File: config.mk
export PLATFORM = sky130hd
export DESIGN_NAME = mem_store_unit
export DESIGN_NICKNAME = d
export VERILOG_FILES = /design/src/rtl/mem_store_unit_pkg.sv /design/src/rtl/mem_store_unit_store_formatter.sv /design/src/rtl/mem_store_unit.sv
export SDC_FILE = /design/constraint.sdc
export NUM_CORES = 1
export LEC_CHECK = 0
export ABC_AREA = 0
export BUFFER_PORTS_ARGS = -buffer_cell sky130_fd_sc_hd__buf_4
export CELL_PAD_IN_SITES_DETAIL_PLACEMENT = 1
export CELL_PAD_IN_SITES_GLOBAL_PLACEMENT = 2
export CORE_ASPECT_RATIO = 0.9
export CORE_MARGIN = 2
export CORE_UTILIZATION = 28
export CTS_CLUSTER_SIZE = 30
export DETAILED_ROUTE_END_ITERATION = 10
export PLACE_DENSITY = 0.86
export SYNTH_ARGS = -nofsm -noshare
export SYNTH_HDL_FRONTEND = slang
export SYNTH_SLANG_ARGS = --single-unit
File: constraint.sdc
create_clock -name clk -period 2 [get_ports clk]
set_clock_uncertainty 0.2 [all_clocks]
set_input_delay 0.3 -clock clk [delete_from_list [all_inputs] [get_ports clk]]
set_output_delay 0.3 -clock clk [all_outputs]
set_load 0.005 [all_outputs]
File: src/rtl/mem_store_unit_pkg.sv
// mem_store_unit_pkg: shared MemWriteType encodings and store FSM states
package mem_store_unit_pkg;
  localparam logic [1:0] MW_BYTE = 2'b00;
  localparam logic [1:0] MW_HALF = 2'b01;
  localparam logic [1:0] MW_WORD = 2'b10;
  typedef enum logic [1:0] {S_IDLE, S_REQ, S_WAIT, S_DONE} state_e;
endpackage

File: src/rtl/mem_store_unit_store_formatter.sv
// store_formatter: lane replication, byte strobes, bus size and misalignment for one store
// Ports: type_i (MemWriteType, 11 acts as word), addr_lo_i (addr[1:0]), data_i (right-justified),
//        wdata_o, wstrb_o, size_o (0 byte/1 half/2 word), misaligned_o
module store_formatter
  import mem_store_unit_pkg::*;
(
  input  logic [1:0]  type_i,
  input  logic [1:0]  addr_lo_i,
  input  logic [31:0] data_i,
  output logic [31:0] wdata_o,
  output logic [3:0]  wstrb_o,
  output logic [1:0]  size_o,
  output logic        misaligned_o
);
  always_comb begin
    wdata_o      = type_i == MW_BYTE ? {4{data_i[7:0]}} : type_i == MW_HALF ? {2{data_i[15:0]}} : data_i;
    wstrb_o      = type_i == MW_BYTE ? 4'b0001 << addr_lo_i : type_i == MW_HALF ? (addr_lo_i[1] ? 4'b1100 : 4'b0011) : 4'b1111;
    size_o       = type_i == MW_BYTE ? 2'd0 : type_i == MW_HALF ? 2'd1 : 2'd2;
    misaligned_o = type_i == MW_BYTE ? 1'b0 : type_i == MW_HALF ? addr_lo_i[0] : |addr_lo_i;
  end
endmodule

File: src/rtl/mem_store_unit.sv
// mem_store_unit: MEM-stage store path driving one store at a time onto the sram-like data bus
// Ports: clk/resetn; MemWriteM, MemWriteTypeM, addrM, wdataM, flush from MEM;
//        data_req/wr/size/addr/wdata/wstrb to bus, data_addr_ok/data_data_ok from bus;
//        stall to pipeline, store_addr_err pulse and BadVAddr for AdES
module mem_store_unit
  import mem_store_unit_pkg::*;
#(
  parameter int WIDTH = 32
) (
  input  logic             clk,
  input  logic             resetn,
  input  logic             MemWriteM,
  input  logic [1:0]       MemWriteTypeM,
  input  logic [WIDTH-1:0] addrM,
  input  logic [WIDTH-1:0] wdataM,
  input  logic             flush,
  output logic             data_req,
  output logic             data_wr,
  output logic [1:0]       data_size,
  output logic [WIDTH-1:0] data_addr,
  output logic [WIDTH-1:0] data_wdata,
  output logic [3:0]       data_wstrb,
  input  logic             data_addr_ok,
  input  logic             data_data_ok,
  output logic             stall,
  output logic             store_addr_err,
  output logic [WIDTH-1:0] BadVAddr
);
  state_e           state_q;
  logic             req_q, wr_q, err_q, mis;
  logic [1:0]       size_q, fmt_size;
  logic [3:0]       wstrb_q, fmt_wstrb;
  logic [WIDTH-1:0] addr_q, wdata_q, badv_q, fmt_wdata;
  store_formatter u_fmt (
    .type_i      (MemWriteTypeM),
    .addr_lo_i   (addrM[1:0]),
    .data_i      (wdataM),
    .wdata_o     (fmt_wdata),
    .wstrb_o     (fmt_wstrb),
    .size_o      (fmt_size),
    .misaligned_o(mis)
  );
  always_ff @(posedge clk or negedge resetn) begin
    if (!resetn) begin
      state_q <= S_IDLE;
      req_q   <= 1'b0;
      wr_q    <= 1'b0;
      err_q   <= 1'b0;
      size_q  <= '0;
      wstrb_q <= '0;
      addr_q  <= '0;
      wdata_q <= '0;
      badv_q  <= '0;
    end else begin
      err_q <= 1'b0;
      case (state_q)
        S_IDLE: if (MemWriteM && !flush) begin
          if (mis) begin
            err_q  <= 1'b1;
            badv_q <= addrM;
          end else begin
            state_q <= S_REQ;
            req_q   <= 1'b1;
            wr_q    <= 1'b1;
            size_q  <= fmt_size;
            wstrb_q <= fmt_wstrb;
            addr_q  <= addrM;
            wdata_q <= fmt_wdata;
          end
        end
        // once the address is accepted the write cannot be retracted, so flush is not consulted here
        S_REQ: if (data_addr_ok) begin
          req_q   <= 1'b0;
          wr_q    <= 1'b0;
          state_q <= data_data_ok ? S_DONE : S_WAIT;
        end
        S_WAIT: if (data_data_ok) state_q <= S_DONE;
        default: state_q <= S_IDLE;
      endcase
    end
  end
  // stall rises combinationally in the capture cycle so MEM holds the store until DONE
  assign stall = (state_q == S_IDLE && MemWriteM && !mis && !flush) || state_q == S_REQ || state_q == S_WAIT;
  assign data_req       = req_q;
  assign data_wr        = wr_q;
  assign data_size      = size_q;
  assign data_addr      = addr_q;
  assign data_wdata     = wdata_q;
  assign data_wstrb     = wstrb_q;
  assign store_addr_err = err_q;
  assign BadVAddr       = badv_q;
endmodule

==> impl_results.md <==
* Routed wire per std cell at 19.0 um
* Max Cap Viol at 0
* Hold crit path type: in2reg
* Row cnt at 44
* Crit path from: state_q[1]$_DFFE_PN0P_
* Gp weighted congestion at 0.797
* Fin nets at 640
* Hold Startpoint: wdataM[22]
* Simple-Gate Fraction of Synth Area at 5.48%
* Combinational family with the most area after synthesis: multiplexers
* Uppermost layer routed: met4
* VDD IR max at 0.576 mV
* Crit-path slowest cell: dfrtp_1
* Critical Path RT at 1.50 ns
* Critical-path cell list: buf_4 > ha_2 > or3_1 > buf_4
* Synth Area in Compound Gates at 8.23%
* RSZ-0062 raised after global routing: yes
* CTS Buffer Depth at 2
* Drt drc at 0
* Port Buffers at 177
* Primary FF master, synth: dfrtp_1
* Vias in the first global route at 3914
* Relative slew slack at 66.5%
* # clock sinks at 106
* Clock root buffer: clkbuf_16
* Max Fclk at 483 MHz
* Arrival time worst endpoint at 1.57 ns
* Worst-path clk slew at 0.07 ns
* Reg-to-Reg End: BadVAddr[22]$_DFFE_PN0P_
* Fill count at 1722
* Post-synthesis register bit count at 106
* Register area share after synthesis at 57.2%
* Vias per cell at 4.75
* Cell area after synthesis at 4630 um2
* Total CTS buffers at 9
* Share of post-route cells with drive strength above 1 at 56.4%
* Worst-Margin Slew at 0.502 ns
* Critical path's largest stage delay at 0.39 ns
* Setup ws final at -0.0684 ns
* Core area at 16200 um2
* Antenna diodes at 0
* First-pass GRT wire length at 22200 um
* Critical path endpoint: stall
* Met2 WL post-DR at 7370 um
* Pre-antenna DRT Iters at 5
* Share of the synthesized area in the top cell type at 57.2%
* Ys async rst share at 100%
* First-iteration detailed-routing DRC count at 101
* CTS H-tree lvls at 3
* Die ar. at 17600 um2
* Fin. Hold Viols at 0
* Vias after detailed routing at 3689
* Max FO, Critical Path at 4
* Commonest non-fill, non-tap cell in the layout: buf_4
* Reg-to-reg setup timing slack at -0.03 ns
* Met1 Wirelength at 6460 um
* Synthesized instance count at 333
* Critical Path Sink Type: primary output
* Crit path time final at 2.07 ns
* Post-route clock period utilization at 103%
* Post-synth EDFFs at 0
* CTS tree: done
* Status: finished with violations
* Violated checks: negative setup slack
* Top post-synthesis cells by area: dfrtp_1 (57%), mux2_2 (21%), mux2i_1 (2.8%)
* Synth cell types at 51
* Die H at 126 um
* Post-Syn Nets at 409
* Adder-Cell Fraction of Synth Area at 1.08%
* Crit path kind: reg2out
* GRT overflow at 0
* Leakage Power at 3.36 nW
* Setup violations, final at 26
* Initial antenna violation count at 0
* Pin count of the biggest net entering global routing at 36
* Initial core utilization at 28.6%
* Mapped Avg Cell Area at 13.9 um2
* Final Max Slew Viols at 0
* Most frequent cells in the layout: buf_4 (192), dfrtp_1 (106), mux2_2 (86)
* Die width at 140 um
* Hold WS at 0.0229 ns
* Post-route ant nets at 0
* Reg2reg path depth at 8
* FF-to-FF Start: state_q[1]$_DFFE_PN0P_
* IO Pins at 178
* Multiplexer share of the synthesized area at 23.7%
* Crit path launch type: register
* Overall Global Routing Usage at 16.0%
* DP Wirelength at 9960 um
* Ys Warns at 0
* WL met3 at 710 um
* Skew-Pair Late Insertion Delay at 0.35 ns
* Yosys top cell by area: dfrtp_1
* DRT Wirelength at 14700 um
* CP most frequent cell: buf_4
* Xor/xnor share of the synthesized area at 0.378%
* Cell Pwr Density at 1330 nW/um2
* Area delta synth->final at 54.8%
* Worst slack, placed at 0.0315 ns
-- flip-flops by register name (all words and copies together), names as in the netlist --
signal and flops:
data_wr 1, state_q 2, data_size 2, BadVAddr 32
data_addr 32, store_addr_err 1, data_wstrb 4, data_wdata 32
-- cell type report --
cell class	instances	area (um2)	share of cell area (%)
Timing Repair Buffer	242	2080	29.0
Multi-Input combinational cell	197	1850	25.7
Inverter	8	30.0	0.418
Tap cell	207	259	3.61
Sequential cell	106	2650	37.0
Clock buffer	11	243	3.38
Clock inverter	5	60.1	0.837
-- logic make-up (layout without fill, tap and decap cells) --
logic type	count (synthesis)	count (layout)
flops	106	106
mux	99	99
compound gates	52	52
simple gates	40	40
buf+inv	30	266
fa+ha+maj	4	4
xor+xnor	2	2
-- cells in the mapped netlist, types with 3 or more instances --
| cell type | n |
|---|---|
| dfrtp_1 | 106 |
| a221o_1 | 5 |
| mux2_2 | 86 |
| clkbuf_1 | 4 |
| a21o_1 | 3 |
| a31oi_1 | 6 |
| nand2_1 | 12 |
| o21ai_0 | 11 |
| mux2i_1 | 13 |
| and4_1 | 4 |
| o211ai_1 | 6 |
| a21oi_1 | 5 |
| ha_1 | 4 |
| buf_4 | 6 |
| buf_2 | 6 |
| o221ai_1 | 4 |
| buf_6 | 5 |
| inv_1 | 8 |
| nand4_1 | 4 |
-- per-layer routing --
layer  track usage (%)  vias to the layer above
met5                 0                        -
met2              27.5                      123
met3              3.54                       11
met1              20.2                     1863
li1                  -                     1692
met4              4.65                        0
-- power by group --
part / switching (mW) / internal (mW)
registers: 0.633 / 3.19
logic: 1.37 / 2.49
clock network: 0.818 / 1.01
total: 2.82 / 6.70
-- worst max-delay path: cells and delay by family (launching register included) --
family        cells  cell delay, ns
simple gates      1            0.35
flops             1            0.39
buf+inv           2            0.29
fa+ha+maj         1            0.18
-- through the flow --
stage / total power [mW] / std cells / util, % / area, um2 / setup TNS, ns
3_3_place_gp: 7.37 / 716 / 39.0 / 6300 / 0
4_1_cts: 9.57 / 770 / 43.4 / 7020 / -0.0886
6_report: 9.52 / 776 / 44.3 / 7180 / -0.537
5_1_grt: 10.1 / 776 / 44.3 / 7180 / -2.08
2_1_floorplan: 5.19 / 333 / - / 4630 / 0
3_5_place_dp: 7.54 / 716 / 39.0 / 6300 / 0
-- worst min-delay path by stage --
| stage | to | cells after the start |
|---|---|---|
| floorplan | BadVAddr[0]$_DFFE_PN0P_ | 0 |
| global placement | state_q[0]$_DFFE_PN0P_ | 1 |
| detailed placement | data_wr$_DFFE_PN0P_ | 1 |
| CTS | data_wdata[22]$_DFFE_PN0P_ | 3 |
| global route | data_wdata[22]$_DFFE_PN0P_ | 3 |
| finish | data_wdata[22]$_DFFE_PN0P_ | 3 |
-- repair_timing --
action	in CTS	in global routing
gates cloned	0	5
hold buffers	36	0
resized for setup	9	5
pin swaps	2	1
hold endpoints to repair	94	0
buffers inserted	2	1
setup endpoints to repair	1	34
(Power assumes the default switching activity.)
